[src/rtl/mux_rr_arbiter.sv]
// -----------------------------------------------------------------------------
// mux_rr_arbiter
//   Four-requester round-robin arbiter driving a shared data mux. A grant lasts
//   while the owner keeps requesting. Once the owner has held the grant for
//   MAX_GRANT_CYCLES cycles, it is pre-empted if any other requester is
//   waiting. A released grant passes to the next round-robin winner at the
//   same edge, so there is no idle gap. Enable low revokes the grant but keeps
//   the round-robin pointer.
//
// Ports
//   Clk_In              in  1           rising-edge clock
//   Reset_In            in  1           asynchronous active-high reset
//   Enable_In           in  1           arbitration enable
//   Req_In              in  4           per-requester request
//   Data_0..3_In        in  DATA_WIDTH  requester data paths
//   Grant_Out           out 4           registered one-hot grant (or zero)
//   Select_Out          out 2           registered index of current/last owner
//   Valid_Out           out 1           registered, high when a grant is active
//   MUX_Result_Data_Out out DATA_WIDTH  selected data, zero when no live grant
// -----------------------------------------------------------------------------
module mux_rr_arbiter #(
  parameter int DATA_WIDTH       = 8,
  parameter int MAX_GRANT_CYCLES = 4
) (
  input  logic                  Clk_In,
  input  logic                  Reset_In,
  input  logic                  Enable_In,
  input  logic [3:0]            Req_In,
  input  logic [DATA_WIDTH-1:0] Data_0_In,
  input  logic [DATA_WIDTH-1:0] Data_1_In,
  input  logic [DATA_WIDTH-1:0] Data_2_In,
  input  logic [DATA_WIDTH-1:0] Data_3_In,
  output logic [3:0]            Grant_Out,
  output logic [1:0]            Select_Out,
  output logic                  Valid_Out,
  output logic [DATA_WIDTH-1:0] MUX_Result_Data_Out
);

  typedef enum logic [0:0] {
    ST_IDLE  = 1'b0,
    ST_GRANT = 1'b1
  } state_t;

  localparam logic [7:0] MAX_HOLD = 8'(MAX_GRANT_CYCLES);

  // Round-robin search starting after 'last'. Returns {found, index}.
  // Candidates are scanned from farthest to nearest so that the nearest one
  // (last+1) overwrites the others. The pointer itself comes last in the order.
  function automatic logic [2:0] rr_pick(input logic [3:0] req, input logic [1:0] last);
    logic [2:0] pick_v;
    logic [1:0] cand_v;
    pick_v = 3'b000;
    for (int k = 4; k >= 1; k--) begin
      cand_v = last + 2'(k);
      if (req[cand_v]) begin
        pick_v = {1'b1, cand_v};
      end else begin
        pick_v = pick_v;
      end
    end
    return pick_v;
  endfunction

  state_t     state_r, state_s;
  logic [3:0] grant_r, grant_s;
  logic [1:0] select_r, select_s;
  logic [1:0] last_r, last_s;
  logic [7:0] hold_r, hold_s;
  logic       valid_r;
  logic [3:0] others_s;
  logic [2:0] pick_all_s;
  logic [2:0] pick_oth_s;
  logic       owner_req_s;
  logic       preempt_s;

  // Next-state, grant, pointer and hold-count computation.
  always_comb begin
    state_s     = state_r;
    grant_s     = grant_r;
    select_s    = select_r;
    last_s      = last_r;
    hold_s      = hold_r;
    // Others = every request except the current owner's. In IDLE the grant is
    // zero, so this equals Req_In. Searching only 'others' on release means the
    // owner can never win again at its own release edge.
    others_s    = Req_In & ~grant_r;
    pick_all_s  = rr_pick(Req_In, last_r);
    pick_oth_s  = rr_pick(others_s, last_r);
    owner_req_s = |(Req_In & grant_r);
    preempt_s   = (hold_r >= MAX_HOLD) && (|others_s);

    if (!Enable_In) begin
      state_s = ST_IDLE;
      grant_s = 4'b0000;
      hold_s  = 8'd0;
    end else begin
      case (state_r)
        ST_IDLE: begin
          if (pick_all_s[2]) begin
            state_s  = ST_GRANT;
            grant_s  = 4'b0001 << pick_all_s[1:0];
            select_s = pick_all_s[1:0];
            last_s   = pick_all_s[1:0];
            hold_s   = 8'd1;
          end else begin
            grant_s = 4'b0000;
            hold_s  = 8'd0;
          end
        end
        ST_GRANT: begin
          if (owner_req_s && !preempt_s) begin
            // Owner keeps the grant; the count saturates at the limit.
            if (hold_r < MAX_HOLD) begin
              hold_s = hold_r + 8'd1;
            end else begin
              hold_s = hold_r;
            end
          end else if (pick_oth_s[2]) begin
            grant_s  = 4'b0001 << pick_oth_s[1:0];
            select_s = pick_oth_s[1:0];
            last_s   = pick_oth_s[1:0];
            hold_s   = 8'd1;
          end else begin
            state_s = ST_IDLE;
            grant_s = 4'b0000;
            hold_s  = 8'd0;
          end
        end
        default: begin
          state_s = ST_IDLE;
          grant_s = 4'b0000;
          hold_s  = 8'd0;
        end
      endcase
    end
  end

  // State and output registers.
  always_ff @(posedge Clk_In or posedge Reset_In) begin
    if (Reset_In) begin
      state_r  <= ST_IDLE;
      grant_r  <= 4'b0000;
      select_r <= 2'd0;
      last_r   <= 2'd3;
      hold_r   <= 8'd0;
      valid_r  <= 1'b0;
    end else begin
      state_r  <= state_s;
      grant_r  <= grant_s;
      select_r <= select_s;
      last_r   <= last_s;
      hold_r   <= hold_s;
      valid_r  <= (state_s == ST_GRANT);
    end
  end

  assign Grant_Out  = grant_r;
  assign Select_Out = select_r;
  assign Valid_Out  = valid_r;

  // Shared data mux. Its output is gated to zero at once when enable drops.
  always_comb begin
    MUX_Result_Data_Out = {DATA_WIDTH{1'b0}};
    if (valid_r && Enable_In) begin
      case (select_r)
        2'd0:    MUX_Result_Data_Out = Data_0_In;
        2'd1:    MUX_Result_Data_Out = Data_1_In;
        2'd2:    MUX_Result_Data_Out = Data_2_In;
        2'd3:    MUX_Result_Data_Out = Data_3_In;
        default: MUX_Result_Data_Out = {DATA_WIDTH{1'b0}};
      endcase
    end else begin
      MUX_Result_Data_Out = {DATA_WIDTH{1'b0}};
    end
  end

endmodule

[config.mk]
export PLATFORM = sky130hd
export DESIGN_NAME = mux_rr_arbiter
export DESIGN_NICKNAME = d
export VERILOG_FILES = /design/src/rtl/mux_rr_arbiter.sv
export SDC_FILE = /design/constraint.sdc
export NUM_CORES = 1
export LEC_CHECK = 0
export BUFFER_PORTS_ARGS = -buffer_cell sky130_fd_sc_hd__buf_2
export CORE_MARGIN = 10
export CORE_UTILIZATION = 43
export CTS_CLUSTER_SIZE = 28
export DETAILED_ROUTE_END_ITERATION = 8
export PLACE_DENSITY_LB_ADDON = 0.15
export SETUP_SLACK_MARGIN = 0.5
export SLEW_MARGIN = 20
export SYNTH_ARGS = -nofsm -noshare
export SYNTH_HDL_FRONTEND = slang
export SYNTH_SLANG_ARGS = --single-unit
[constraint.sdc]
create_clock -name Clk_In -period 1.71 [get_ports Clk_In]
set_input_delay 0.0855 -clock Clk_In [delete_from_list [all_inputs] [get_ports Clk_In]]
set_output_delay 0.0855 -clock Clk_In [all_outputs]
set_load 0.05 [all_outputs]
# After elaboration in Yosys (flattened, before gate mapping)
# Cells that the tools add are included.
op_classes:
  addsub: 4
  multipliers: 0
  div_mod_pow: 0
  magnitude_cmp: 6
  n_eq_ne: 8
  shifts: 2
  muxes: 46
  bitwise: 4
  reduce_logical: 8
ops:
  columns: ["cell", "n"]
  rows:
  - ["$mux W8", 4]
  - ["$pmux W8 S4", 1]
  - ["$mux W3", 8]
  - ["$bmux W1 S2", 8]
  - ["$mux W4", 4]
  - ["$pmux W8 S2", 1]
  - ["$mux W1", 14]
  - ["$lt A2 B3 Y1 const B", 4]
  - ["$add A8 B1 Y8 const B", 1]
  - ["$and A4 B4 Y4", 2]
  - ["$ge A8 B3 Y1 const B", 1]
  - ["$lt A8 B3 Y1 const B", 1]
  - ["$pmux W4 S2", 1]
  - ["$reduce_or A4 Y1", 2]
  - ["$shl A1 B2 Y4 const A", 2]
  - ["$mux W2", 3]
  - ["$add A2 B2 Y2 const B", 2]
  - ["$eq A2 B2 Y1 const B", 2]
  - ["$ne A2 B2 Y1 const B", 2]
  - ["$ne A4 B3 Y1 const B", 1]
  - ["$not A4 Y4", 1]
  - ["$pmux W2 S2", 1]
  - ["$reduce_and A4 Y1", 1]
  - ["$logic_and A1 B1 Y1", 3]
  - ["8 further kinds", 8]
word_totals:
  register_bits: 17
  latchBits: 0
  ram_bits: 0
  mem_bits_ro: 0
  inputBits: 39
  output_inout_bits: 15
  elab_cells: 83
  n_memories: 0

# Depth between registers and ports, before layout
# Gate-level depths: netlist of the first run.
depth:
  word_depth: 13
  depth_mapped: 6
  depth_no_buf: 5

# Worst setup path after synthesis of the first run
# No wires, ideal clock.
synth_timing:
  path_kind: "register to register"
  start: "register grant_r[1] (netlist: Grant_Out[1])"
  end: "register select_r[1] (netlist: Select_Out[1])"
  setup_ns: 0.125
  arrival_time_ns: 1.810
  t_required_ns: 1.585
  setup_slack_ns: -0.225
  path_stages_with_launch: 6
  n_path_buf: 0
  period_less_slack_ns: 1.935
  cell_sequence: "dfrtp_1 -> and2b_1 -> nand4b_2 -> a21oi_1 -> or2_1 -> mux2_2"
synth_via:
  elab_chain_len: 11
  word_cells_on_any_way: 26
  cone_classes: "eq/ne: 2; mux: 15; bitwise: 3; reduce/logical: 6"
synth_rtl:
  columns: ["element", "line", "rtl"]
  rows:
  - ["start: declaration", "65", "logic [3:0] grant_r, grant_s;"]
  - ["start signal: assignment", "149", "grant_r <= grant_s;"]
  - ["$not A4 Y4", "86", "others_s = Req_In & ~grant_r;"]
  - ["$and A4 B4 Y4", "86", null]
  - ["$bmux W1 S2", "55", "if (req[cand_v]) begin"]
  - ["$mux W1 (implied by the code)", "55", null]
  - ["$mux W3 (4 in series)", "55", null]
  - ["$mux W2", "118", "end else if (pick_oth_s[2]) begin"]
  - ["$mux W2", "111", "if (owner_req_s && !preempt_s) begin"]
  - ["$pmux W2 S2", "97", "case (state_r)"]
  - ["end signal: assignment", "150", "select_r <= select_s;"]
  - ["end: declaration", "66", "logic [1:0] select_r, select_s;"]
# Parallel ways exist; a longest one is shown, timed or not. The select of a mux whose other input is x is not followed.
# A chain may end at the register's enable or synchronous reset.

# Final worst setup path of the first run
layout_timing:
  start: "register select_r[0] (netlist: Select_Out[0])"
  end: "output port MUX_Result_Data_Out[5]"
layout_via:
  elab_chain_len: 3
  word_cells_on_any_way: 6
  cone_classes: "eq/ne: 3; mux: 2; reduce/logical: 1"
layout_rtl:
  columns: ["element", "line", "rtl"]
  rows:
  - ["$eq A2 B2 Y1, or another cell as far along", "165", "case (select_r)"]
  - ["$pmux W8 S4 *", "165", null]
  - ["$mux W8 *", "164", "if (valid_r && Enable_In) begin"]
  - ["end: declaration", "36", "output logic [DATA_WIDTH-1:0] MUX_Result_Data_Out"]
# Every way passes the cells marked *; elsewhere a longest branch is shown, timed or not.

==> impl_results.rst, run 1 <==
.. list-table::
   :header-rows: 1

   * - Metric
     - Value
   * - Status
     - finished, final reports clean
   * - Antenna Violating Nets Remaining
     - 0
   * - Drt pass-1 iters
     - 4
   * - Worst-Margin Slew
     - 691 ps
   * - Vias per std cell
     - 5.82
   * - Arrival time reported for the critical path endpoint
     - 1620 ps
   * - Final Core Density
     - 0.724
   * - Pwr/cell area
     - about 1100 nW/um^2
   * - Drc violations
     - 0
   * - Max-slew violation count
     - 0
   * - Most area-consuming cells after synthesis
     - sky130_fd_sc_hd__dfrtp_1 30%, sky130_fd_sc_hd__mux4_2 14%, sky130_fd_sc_hd__dfstp_2 4.2%
   * - Post-Place Cells
     - around 210
   * - Antenna violations before repair
     - 1
   * - Maximum number of pins on one net before global-route repair
     - 18
   * - R2R Path Start
     - hold_r[5]$_DFFE_PP0P_
   * - IO Pins
     - 54
   * - Critical path start-end classification
     - flip-flop to output pin
   * - Final weighted congestion in routability-driven placement
     - roughly 0.94
   * - Design Area, Final
     - just over 2000 sq um
   * - TritonCTS clock tree
     - done
   * - Share of cells above drive strength 1
     - 0.673
   * - Achievable Freq
     - ~0.6 GHz
   * - Sequential share of the synthesized area
     - 0.341
   * - Crit share post-route
     - 0.996
   * - CTS Root Cell
     - sky130_fd_sc_hd__clkbuf_4
   * - Total die area
     - 5480 sq um
   * - Fin crit period
     - between 1500 and 2000 ps
   * - Worst-Skew Late Latency
     - ~280 ps
   * - Critical path launch point type
     - flip-flop
   * - Peak supply drop
     - 0.000992 V
   * - Placement-stage cell area
     - ~1600 sq um
   * - Count of placed standard cells in the final layout, fillers left out
     - between 200 and 250
   * - Global-route congestion overflow total
     - 0
   * - Cell area after synthesis
     - roughly 1300 sq um
   * - Filler cells
     - between 150 and 200
   * - Number of placement rows
     - 19
   * - Type of destination of the critical path
     - output pin
   * - Clock edge transition at the registers on the reported setup and hold paths
     - around 100 ps
   * - Endpoint, Worst Hold
     - hold_r[2]$_DFFE_PP0P_
   * - Cells on Worst Hold Path
     - 3
   * - Horizontal die dimension
     - around 74 um
   * - Total Nets Final
     - 241
   * - Cells after synthesis
     - around 120
   * - First-pass GRT wire length
     - around 6900 um
   * - Fraction of synthesized cell area taken by the top area cell type
     - 0.299
   * - Post-Syn Nets
     - 165
   * - Vertical die dimension
     - 74.0 um
   * - WL/cell
     - between 15 and 20 um
   * - CP Max Fanout
     - 2
   * - Reg2Reg Setup Slack
     - about 40 ps
   * - Depth of the CTS H-tree
     - 1
   * - Data required time of the worst path
     - ~1600 ps
   * - Drt total wl
     - ~4300 um
   * - FF-to-FF End
     - Select_Out[1]$_DFFE_PP0P_
   * - Synthesized area per cell
     - about 10 sq um
   * - Total clock buffers created by CTS
     - 3
   * - Synth unique cells
     - 42
   * - Pleak
     - ~0.00094 uW
   * - Via count
     - ~1.3k
   * - Final hold viol count
     - 0
   * - Global-route total usage across every layer
     - 0.156
   * - CTS max path bufs
     - 2
   * - Area of the core
     - roughly 2800 sq um
   * - Worst Hold Class
     - input pin to flip-flop
   * - Unrepaired setup endpoints after global routing
     - yes
   * - Count of clock tree sinks
     - 17
   * - Port-buffer cells
     - 53
   * - Number of violations reported at the end of detailed-routing iteration 0
     - 85
   * - Cell count of the worst reg-to-reg path
     - 5
   * - Yosys warning count
     - 0
   * - Yosys reg bits
     - 17
   * - Startpoint of the lowest-slack hold path
     - Enable_In
   * - Max cap viols
     - 0
   * - Overall power after layout
     - 2260 uW
   * - Maximum clock skew at final layout
     - around 0.84 ps
   * - Final number of setup-violating endpoints
     - 0
   * - Sum of negative setup slack
     - 0 ps
   * - Area added between synthesis and finish
     - 60.4%
   * - Largest area contributor in the synthesized netlist
     - sky130_fd_sc_hd__dfrtp_1
   * - Initial core utilization
     - 0.451
   * - Post-DP HPWL
     - approximately 3100 um
   * - Slew HR
     - 0.539
   * - Number of global-route vias before repair
     - 1453
[report_power, final]
part | total (uW) | switching (uW) | internal, uW
sequential | 574 | 79.9 | 494
combinational | 1480 | 741 | 737
clock | 208 | 118 | 90.3
[flip-flops by register name, summed over array words and instances, names as in the netlist]
| register | count |
|---|---|
| Grant_Out | 4 |
| Select_Out | 2 |
| hold_r | 8 |
| Valid_Out | 1 |
| last_r | 2 |
[cell usage in the layout, fill, tap and decap left out, types with 4 or more instances in the layout]
cell type / count
sky130_fd_sc_hd__a22o_1: 4
sky130_fd_sc_hd__nor2_1: 6
sky130_fd_sc_hd__buf_8: 9
sky130_fd_sc_hd__a21oi_1: 5
sky130_fd_sc_hd__dfrtp_2: 7
sky130_fd_sc_hd__dfrtp_1: 8
sky130_fd_sc_hd__mux4_2: 8
sky130_fd_sc_hd__nand2_1: 7
sky130_fd_sc_hd__inv_1: 6
sky130_fd_sc_hd__buf_4: 18
sky130_fd_sc_hd__clkbuf_4: 5
sky130_fd_sc_hd__and3_4: 8
sky130_fd_sc_hd__and2_4: 5
sky130_fd_sc_hd__buf_2: 42
[cell families after synthesis]
family          count (synthesis)  share of synthesized area
fa+ha+maj                       2                     0.0199
simple gates                   46                      0.210
compound gates                 36                      0.217
mux                            12                      0.177
buf+inv                        11                     0.0339
flops                          17                      0.341
[per-stage QoR]
step,hold slack [ps],setup WS [ps]
finish,171,7.30
global route,176,-54.9
CTS,180,2.25
detailed placement,207,1.54
global placement,187,12.4
floorplan,9.77,-29.7
[cells in the mapped netlist, drive strengths merged]
master    n
a211o     1
a211oi    1
a21boi    1
a21oi     8
a22o      4
a22oi     1
a311o     1
a31o      1
a31oi     1
a32o      1
a32oi     1
and2      6
and2b     1
and3      8
buf       1
clkbuf    4
dfrtp    15
dfstp     2
ha        2
inv       6
mux2      2
mux2i     2
mux4      8
nand2     9
nand2b    3
nand3     2
nand4b    1
nor2      8
nor2b     2
nor4      1
o211ai    2
o21ai     6
o22a      1
o2bb2ai   2
o31ai     4
or2       2
or2b      2
or3b      1
[worst max-delay path: stages (launching register included)]
cell                      delay, ps
sky130_fd_sc_hd__dfrtp_2        400
sky130_fd_sc_hd__buf_4          120
sky130_fd_sc_hd__mux4_2         480
sky130_fd_sc_hd__and3_4         200
sky130_fd_sc_hd__buf_8          140
[per-layer routing]
layer | global-route usage | routed length [um] | vias to the layer above | part of all wire
li1 | - | - | 629 | -
met1 | 0.181 | 1700 | 686 | 0.39
met2 | 0.289 | 2370 | 24 | 0.55
met3 | 0.0266 | 164 | 6 | 0.038
met4 | 0.0331 | 73 | 0 | 0.017
met5 | 0 | 0 | - | 0
[worst max-delay path by stage]
stage                                   start                         to  slack (ps)  depth (start not counted)
floorplan            Grant_Out[1]$_DFFE_PP0P_  Select_Out[1]$_DFFE_PP0P_         -30                          5
global placement        hold_r[5]$_DFFE_PP0P_      last_r[1]$_DFFE_PP1P_          10                          5
detailed placement      last_r[1]$_DFFE_PP1P_   Grant_Out[2]$_DFFE_PP0P_           2                          5
CTS                 Select_Out[0]$_DFFE_PP0P_     MUX_Result_Data_Out[2]           2                          4
global route        Select_Out[0]$_DFFE_PP0P_     MUX_Result_Data_Out[1]         -50                          4
finish              Select_Out[0]$_DFFE_PP0P_     MUX_Result_Data_Out[5]           7                          4
[layout make-up]
| cell class | count | area, sq um | area share |
|---|---|---|---|
| multi-input cells | 96 | 927 | 0.461 |
| flip-flops and latches | 17 | 437 | 0.217 |
| diodes | 1 | 2.50 | 0.00124 |
| repair buffers | 76 | 559 | 0.278 |
| inverters | 6 | 22.5 | 0.0112 |
| well taps | 31 | 38.8 | 0.0193 |
| clock buffers | 4 | 26.3 | 0.0131 |
[timing repair]
action | 4_1_cts | 5_1_grt
hold endpoints to repair | 15 | 0
gates resized for setup | 44 | 23
hold buffers | 1 | 0
pin swaps | 19 | 14
setup endpoints to repair | 26 | 27
buffers inserted | 9 | 5
Power figures use the tool's default switching activity.
==> inputs of run 2 (changes only) <==
--- a/config.mk
+++ b/config.mk
@@ -5,9 +5,10 @@
 export SDC_FILE = /design/constraint.sdc
 export NUM_CORES = 1
 export LEC_CHECK = 0
+export ABC_AREA = 1
 export BUFFER_PORTS_ARGS = -buffer_cell sky130_fd_sc_hd__buf_2
 export CORE_MARGIN = 10
-export CORE_UTILIZATION = 43
+export CORE_UTILIZATION = 44
 export CTS_CLUSTER_SIZE = 28
 export DETAILED_ROUTE_END_ITERATION = 8
 export PLACE_DENSITY_LB_ADDON = 0.15
==> constraint.sdc (replaced) <==
create_clock -name Clk_In -period 1.71 [get_ports Clk_In]
set_input_delay 0.2565 -clock Clk_In [delete_from_list [all_inputs] [get_ports Clk_In]]
set_output_delay 0.2565 -clock Clk_In [all_outputs]
set_load 0.05 [all_outputs]
==> run 2 against run 1 <==
Effect of this change: the run now ends with negative setup slack left; synthesized area is 14% higher; count of clock-buffer cells in the layout shrank 1; maximum frequency fell by 13%; combinational power grew to 3.2 times the previous value; via count increased by 70%; critical path depth up 2; non-clock buffer count grew 11; synthesized cell count increased by 93%; first-iteration DRC count rose to 3.3 times the previous value; critical endpoint is now MUX_Result_Data_Out[1]; largest cell class unchanged; highest routed layer unchanged.
==> impl_results.rst, run 2 <==
.. list-table::
   :header-rows: 1

   * - Metric
     - Value
   * - Status
     - finished, violations left
   * - Violations in the final reports
     - negative setup slack
   * - Yosys warning count
     - 0
   * - Number of placement rows
     - 20
   * - Peak per-stage delay on the critical path
     - approximately 470 ps
   * - Synth unique cells
     - 20
   * - Sequential share of the synthesized area
     - 0.299
   * - Final hold viol count
     - 0
   * - Data required time of the worst path
     - roughly 1500 ps
   * - Share of cells above drive strength 1
     - 0.710
   * - Max-slew violation count
     - 0
   * - CP Max Fanout
     - 8
   * - Met1 usage in global routing
     - 0.246
   * - Filler cells
     - about 90
   * - IO Pins
     - 54
   * - Ranking of synthesized cells by instance count
     - 111 x sky130_fd_sc_hd__nand2_1, 36 x sky130_fd_sc_hd__inv_1, 21 x sky130_fd_sc_hd__nand3_1
   * - Clock power frac
     - 0.040
   * - Final weighted congestion in routability-driven placement
     - roughly 0.93
   * - Worst-Margin Slew
     - 622 ps
   * - Worst-Skew Late Latency
     - between 300 and 400 ps
   * - Slowest cell on the critical path
     - sky130_fd_sc_hd__dfrtp_2
   * - Fraction of synthesized cell area taken by the top area cell type
     - 0.291
   * - Switching Share
     - 0.570
   * - Type of destination of the critical path
     - output pin
   * - Yosys reg bits
     - 17
   * - Peak supply drop
     - between 0.001 and 0.0015 V
   * - Worst-case hold slack
     - around 13 ps
   * - Area added between synthesis and finish
     - 104%
   * - CTS Root Cell
     - sky130_fd_sc_hd__clkbuf_4
   * - Final number of setup-violating endpoints
     - 16
   * - Maximum clock skew at final layout
     - 10.7 ps
   * - Drt pass-1 iters
     - 6
   * - Total clock buffers created by CTS
     - 3
   * - Number of global-route vias before repair
     - about 2.1k
   * - Pleak
     - 0.00146 uW
   * - Most area-consuming cells after synthesis
     - sky130_fd_sc_hd__nand2_1 29%, sky130_fd_sc_hd__dfrtp_1 26%, sky130_fd_sc_hd__inv_1 9.4%
   * - Critical path start-end classification
     - flip-flop to output pin
   * - Count of clock tree sinks
     - 17
   * - Met2 track demand over resource in global routing
     - 0.379
   * - Vias per std cell
     - a little over 6
   * - Post-Syn Nets
     - 280
   * - Horizontal die dimension
     - 77.0 um
   * - Met3 Track Usage GR
     - 0.0431
   * - Via count
     - between 2k and 2.5k
   * - Worst Hold Class
     - input pin to async pin
   * - Drt total wl
     - between 8000 and 9000 um
   * - Largest area contributor in the synthesized netlist
     - sky130_fd_sc_hd__nand2_1
   * - Clock edge transition at the registers on the reported setup and hold paths
     - between 100 and 150 ps
   * - Global-route total usage across every layer
     - 0.214
   * - TritonCTS clock tree
     - done
   * - Final Core Density
     - 0.950
   * - Most Frequent Cell on Critical Path
     - sky130_fd_sc_hd__buf_6
   * - Register containing the most flip-flops in the final layout
     - hold_r
   * - Placement-stage cell area
     - between 2000 and 2500 sq um
   * - Fraction of power consumed by sequential logic
     - 0.120
   * - Synthesized area per cell
     - 5.98 sq um
   * - Antenna Violating Nets Remaining
     - 0
   * - Depth of the CTS H-tree
     - 1
   * - Overall power after layout
     - between 5000 and 6000 uW
   * - Cell area after synthesis
     - 1430 sq um
   * - Sum of negative setup slack
     - -3110 ps
   * - Maximum number of pins on one net before global-route repair
     - 18
   * - Vertical die dimension
     - 77.0 um
   * - Crit share post-route
     - 1.15
   * - Post-DP HPWL
     - ~3700 um
   * - Total Nets Final
     - 370
   * - Post-route setup slack
     - -256 ps
   * - Total die area
     - 5930 sq um
   * - Fraction of registers with async set/reset
     - 1.00
   * - EDFF count, synth
     - 0
   * - Initial core utilization
     - 0.465
   * - Primary FF master, synth
     - sky130_fd_sc_hd__dfrtp_1
   * - Most frequent cell after synthesis
     - sky130_fd_sc_hd__nand2_1
   * - Antenna violations before repair
     - 0
   * - Achievable Freq
     - between 0.5 and 0.6 GHz
   * - Drc violations
     - 0
   * - Global-route congestion overflow total
     - 0
   * - Design Area, Final
     - around 2900 sq um
   * - CTS max path bufs
     - 2
   * - Cell internal power dissipation
     - 2440 uW
   * - Port-buffer cells
     - 53
   * - Cells after synthesis
     - between 200 and 250
   * - Critical path, cell by cell
     - buf_6 -> nor2_4 -> buf_12 -> nand2_2 -> a41oi_4 -> buf_6
   * - Max FFs per register
     - 8
   * - Fin crit period
     - between 1500 and 2000 ps
   * - Layer carrying the most global-route usage
     - met2
   * - Number of violations reported at the end of detailed-routing iteration 0
     - 279
   * - Pwr/cell area
     - ~2000 nW/um^2
   * - First-pass GRT wire length
     - ~11000 um
   * - Proportion of power drawn by combinational gates
     - 0.840
   * - Antenna diodes
     - 0
   * - Net switching power of the design
     - 3240 uW
   * - Critical path launch point type
     - flip-flop
   * - WL/cell
     - 24.2 um
   * - Area of the core
     - between 3000 and 4000 sq um
   * - Slew HR
     - 0.585
   * - Leading cell types in the layout, fill and taps excluded
     - 43 x sky130_fd_sc_hd__nand2_1, 43 x sky130_fd_sc_hd__nand2_2, 38 x sky130_fd_sc_hd__buf_2, 30 x sky130_fd_sc_hd__nand2_4, 23 x sky130_fd_sc_hd__buf_6
   * - Number of buffers added to fix hold violations after cts
     - 0
   * - Unrepaired setup endpoints after global routing
     - yes
   * - Max cap viols
     - 0
   * - Arrival time reported for the critical path endpoint
     - approximately 1700 ps
-- run 2: cell types whose count changed in the layout (fill, tap and decap cells not counted), moves of 12 or more --
| cell | previous run | this run |
|---|---|---|
| sky130_fd_sc_hd__inv_1 | 6 | 22 |
| sky130_fd_sc_hd__nand2_1 | 7 | 43 |
| sky130_fd_sc_hd__inv_2 | 0 | 12 |
| sky130_fd_sc_hd__buf_6 | 3 | 23 |
| sky130_fd_sc_hd__nand2_2 | 2 | 43 |
| sky130_fd_sc_hd__nand3_2 | 2 | 17 |
| sky130_fd_sc_hd__nand2_4 | 0 | 30 |
-- run 2: path summary, 6_finish.rpt --
kind                                      startpoint                        to  slack (ps)  cells past startpoint
max                        Select_Out[1]$_DFFE_PP0P_    MUX_Result_Data_Out[1]        -260                      6
min                                         Reset_In     hold_r[3]$_DFFE_PP0P_          10                      2
min reg2reg                    hold_r[2]$_DFFE_PP0P_     hold_r[2]$_DFFE_PP0P_         520                      2
max reg2reg                    last_r[0]$_DFFE_PP1P_  Grant_Out[0]$_DFFE_PP0P_        -240                     13
max in group asynchronous                   Reset_In  Grant_Out[0]$_DFFE_PP0P_        1250                      2
min in group Clk_In                        Enable_In       Valid_Out$_DFF_PP0_         300                      3
-- run 2: logic make-up after synthesis --
group,share of synthesized area
buffers and inverters,0.113
AO/OA/AOI/OAI,0.106
AND/OR/NAND/NOR,0.465
adder cells (fa/ha/maj),0.0175
flip-flops,0.299
-- run 2: layout make-up --
cell class,instances,area [sq um],share of cell area
Multi-Input combinational cell,182,1480,0.507
Clock inverter,1,5.00,0.00171
Clock buffer,3,22.5,0.00771
Tap cell,44,55.1,0.0188
Sequential cell,17,437,0.149
Timing Repair Buffer,87,757,0.259
Inverter,38,165,0.0565
-- run 2: power by group through the flow --
stage | combinational, uW | sequential (uW) | clock (uW)
floorplan | 1690 | 837 | 0
global placement | 2350 | 675 | 0
detailed placement | 2370 | 680 | 0
CTS | 3540 | 671 | 215
global route | 4890 | 690 | 235
finish | 4770 | 682 | 228
-- run 2: per-stage QoR --
stage / instances / worst slack [ps]
floorplan: 239 / 115
global placement: 339 / 42.9
detailed placement: 339 / 17.4
CTS: 363 / -73.4
global route: 372 / -287
finish: 372 / -256
-- run 2: timing repair --
item	CTS	global route
gates resized for setup	113	64
gates cloned	1	0
pin swaps	18	36
setup buffers	19	9
endpoints found under the setup margin	32	31
-- run 2: layer usage --
metal,part of all wire,vias to the layer above
met5,0,-
met4,0.087,0
met1,0.34,1058
li1,-,932
met2,0.47,228
met3,0.10,74
-- run 2: worst max-delay path: cells and delay by family (launching register included) --
| kind | cells | cell delay [ps] |
|---|---|---|
| buffers and inverters | 3 | 490 |
| flip-flops | 1 | 470 |
| AO/OA/AOI/OAI | 1 | 230 |
| AND/OR/NAND/NOR | 2 | 200 |
==> inputs of run 3 (changes only) <==
--- a/config.mk
+++ b/config.mk
@@ -7,8 +7,10 @@
 export LEC_CHECK = 0
 export ABC_AREA = 1
 export BUFFER_PORTS_ARGS = -buffer_cell sky130_fd_sc_hd__buf_2
+export CELL_PAD_IN_SITES_DETAIL_PLACEMENT = 0
+export CELL_PAD_IN_SITES_GLOBAL_PLACEMENT = 1
 export CORE_MARGIN = 10
-export CORE_UTILIZATION = 44
+export CORE_UTILIZATION = 35
 export CTS_CLUSTER_SIZE = 28
 export DETAILED_ROUTE_END_ITERATION = 8
 export PLACE_DENSITY_LB_ADDON = 0.15
==> constraint.sdc (replaced) <==
create_clock -name Clk_In -period 2.4 [get_ports Clk_In]
set_input_delay 0.36 -clock Clk_In [delete_from_list [all_inputs] [get_ports Clk_In]]
set_output_delay 0.36 -clock Clk_In [all_outputs]
set_load 0.05 [all_outputs]
==> run 3 against run 2 <==
Effect of this change: the run now ends clean; clock skew down 7.9 ps; cell count fell by 7.0%; worst hold slack improved by 180 ps; first-iteration DRC count down 68%; via count is 28% lower; critical path depth fell by 2; sequential power is 32% lower; die area grew 19%; core utilization fell by 44 points; count of clock-buffer cells in the layout unchanged; sequential share of layout area up 6.4 points; largest power group unchanged.
==> impl_results.rst, run 3 (synthesized netlist as in run 2, its figures left out) <==
.. list-table::
   :header-rows: 1

   * - Metric
     - Value
   * - Vias per std cell
     - about 4.7
   * - Number of violations reported at the end of detailed-routing iteration 0
     - 88
   * - Slew HR
     - 0.569
   * - Cell internal power dissipation
     - approximately 980 uW
   * - Levels on crit path
     - 4
   * - Pwr/cell area
     - 1140 nW/um^2
   * - CTS max path bufs
     - 2
   * - Global-route congestion overflow total
     - 0
   * - Drc violations
     - 0
   * - Max cap viols
     - 0
   * - Register containing the most flip-flops in the final layout
     - hold_r
   * - Initial core utilization
     - 0.360
   * - Final weighted congestion in routability-driven placement
     - a little under 0.8
   * - CP Max Fanout
     - 8
   * - Antenna Violating Nets Remaining
     - 0
   * - Worst-Margin Slew
     - 646 ps
   * - Port-buffer cells
     - 53
   * - Number of global-route vias before repair
     - ~1.6k
   * - Total clock buffers created by CTS
     - 3
   * - Crit share post-route
     - 0.781
   * - Slowest cell on the critical path
     - sky130_fd_sc_hd__dfrtp_2
   * - R2R Path Start
     - last_r[0]$_DFFE_PP1P_
   * - Final number of setup-violating endpoints
     - 0
   * - Horizontal die dimension
     - between 80 and 90 um
   * - Filler cells
     - between 400 and 500
   * - Share of cells above drive strength 1
     - 0.307
   * - Via count
     - 1641
   * - First-pass GRT wire length
     - between 7000 and 8000 um
   * - Clock edge transition at the registers on the reported setup and hold paths
     - 70 ps
   * - Max-slew violation count
     - 0
   * - Number of placement rows
     - 23
   * - Area of the core
     - 3970 sq um
   * - Worst-Skew Late Latency
     - about 250 ps
   * - Critical path launch point type
     - flip-flop
   * - Status
     - finished, final reports clean
   * - Final hold viol count
     - 0
   * - Pleak
     - around 0.0010 uW
   * - Peak per-stage delay on the critical path
     - between 400 and 500 ps
   * - Maximum number of pins on one net before global-route repair
     - 18
   * - Antenna diodes
     - 0
   * - Data required time of the worst path
     - about 2000 ps
   * - Leading cell types in the layout, fill and taps excluded
     - 109 x sky130_fd_sc_hd__nand2_1, 45 x sky130_fd_sc_hd__buf_2, 34 x sky130_fd_sc_hd__inv_1, 21 x sky130_fd_sc_hd__nand3_1, 13 x sky130_fd_sc_hd__nor2_1
   * - Drt pass-1 iters
     - 4
   * - Switching Share
     - 0.576
   * - CTS Root Cell
     - sky130_fd_sc_hd__clkbuf_8
   * - WL/cell
     - 13.9 um
   * - Peak supply drop
     - approximately 0.00055 V
   * - Type of destination of the critical path
     - output pin
   * - Worst Hold Class
     - input pin to async pin
   * - Final Core Density
     - 0.510
   * - Total die area
     - between 7000 and 8000 sq um
   * - Antenna violations before repair
     - 0
   * - TritonCTS clock tree
     - done
   * - Maximum clock skew at final layout
     - ~2.8 ps
   * - FF-to-FF End
     - Select_Out[1]$_DFFE_PP0P_
   * - Vertical die dimension
     - roughly 84 um
   * - Post-DP HPWL
     - 3870 um
   * - Max FFs per register
     - 8
   * - Cell family with the largest share of critical-path delay
     - flip-flops
   * - Achievable Freq
     - 0.533 GHz
   * - Critical path, cell by cell
     - nor2_4 -> nand2_1 -> a41oi_4 -> buf_6
   * - Fin crit period
     - between 1500 and 2000 ps
   * - Arrival time reported for the critical path endpoint
     - between 1500 and 2000 ps
   * - IO Pins
     - 54
   * - Count of clock tree sinks
     - 17
   * - Fraction of power consumed by sequential logic
     - 0.200
   * - Area added between synthesis and finish
     - 41.6%
   * - Cell count of the worst reg-to-reg path
     - 14
   * - Proportion of power drawn by combinational gates
     - 0.709
   * - Most common cell after layout, fill and taps aside
     - sky130_fd_sc_hd__nand2_1
   * - Net switching power of the design
     - around 1300 uW
   * - Total Nets Final
     - roughly 340
   * - Reg2Reg Setup Slack
     - approximately 660 ps
   * - Unrepaired setup endpoints after global routing
     - yes
   * - Global-route total usage across every layer
     - 0.129
   * - Drt total wl
     - between 4000 and 5000 um
   * - Sum of negative setup slack
     - 0 ps
   * - Clock power frac
     - 0.091
   * - Depth of the CTS H-tree
     - 1
   * - Critical path start-end classification
     - flip-flop to output pin
   * - Sum of buffers and inverters on the critical path
     - 1
## run 3: worst max-delay path by stage
stage,from,end,slack (ps)
2_1_floorplan,Select_Out[1]$_DFFE_PP0P_,MUX_Result_Data_Out[0],590
3_3_place_gp,Select_Out[1]$_DFFE_PP0P_,MUX_Result_Data_Out[1],440
3_5_place_dp,Select_Out[1]$_DFFE_PP0P_,MUX_Result_Data_Out[2],390
4_1_cts,Select_Out[0]$_DFFE_PP0P_,MUX_Result_Data_Out[2],510
5_1_grt,Select_Out[0]$_DFFE_PP0P_,MUX_Result_Data_Out[4],430
6_report,Select_Out[0]$_DFFE_PP0P_,MUX_Result_Data_Out[4],520
## run 3: worst register-to-register path: stages, from the launching register on
cell and delay, ps:
sky130_fd_sc_hd__dfstp_2 540, sky130_fd_sc_hd__buf_4 160, sky130_fd_sc_hd__nand2_1 80, sky130_fd_sc_hd__nand2_2 130, sky130_fd_sc_hd__nand2_2 90, sky130_fd_sc_hd__nand2_1 60
sky130_fd_sc_hd__inv_1 40, sky130_fd_sc_hd__nand2_1 50, sky130_fd_sc_hd__nand2_1 50, sky130_fd_sc_hd__nand2_1 60, sky130_fd_sc_hd__nand2_1 60, sky130_fd_sc_hd__nand2_2 80
sky130_fd_sc_hd__inv_1 70, sky130_fd_sc_hd__nand2_1 90, sky130_fd_sc_hd__o21ai_0 80
## run 3: what timing repair did
action | CTS | global route
gates resized for setup | 13 | 11
buffers inserted | 0 | 1
setup endpoints to repair | 8 | 16
hold buffers | 0 | 0
pin swaps | 0 | 2
## run 3: layout make-up
cell class                      count  area [sq um]  area share
Timing Repair Buffer               55           330       0.163
Sequential cell                    17           432       0.213
Inverter                           38           143      0.0705
Multi-Input combinational cell    182          1010       0.499
Tap cell                           50          62.6      0.0309
Clock buffer                        3          41.3      0.0204
Clock inverter                      1          5.00     0.00247
## run 3: metal layers
layer,vias up,GRT usage,share of wire
met4,0,0.0183,0.0046
met5,-,0,0
met1,729,0.172,0.46
li1,865,-,-
met3,4,0.0303,0.068
met2,43,0.208,0.46
## run 3: per-stage QoR
stage / hold WS [ps] / power (uW) / setup WS, ps / cell area (sq um) / std cells
after floorplan: 284 / 1670 / 587 / 1590 / 239
after global placement: 465 / 2010 / 436 / 1900 / 341
after detailed placement: 470 / 2010 / 388 / 1900 / 341
after CTS: 202 / 2280 / 505 / 1980 / 345
after global routing: 241 / 2520 / 434 / 2020 / 346
final: 192 / 2310 / 525 / 2020 / 346
## run 3: power groups by stage
stage	logic (uW)	registers (uW)	clock network [uW]
2_1_floorplan	1100	570	0
3_3_place_gp	1530	474	0
3_5_place_dp	1540	474	0
4_1_cts	1580	482	217
5_1_grt	1820	475	227
6_report	1640	461	211
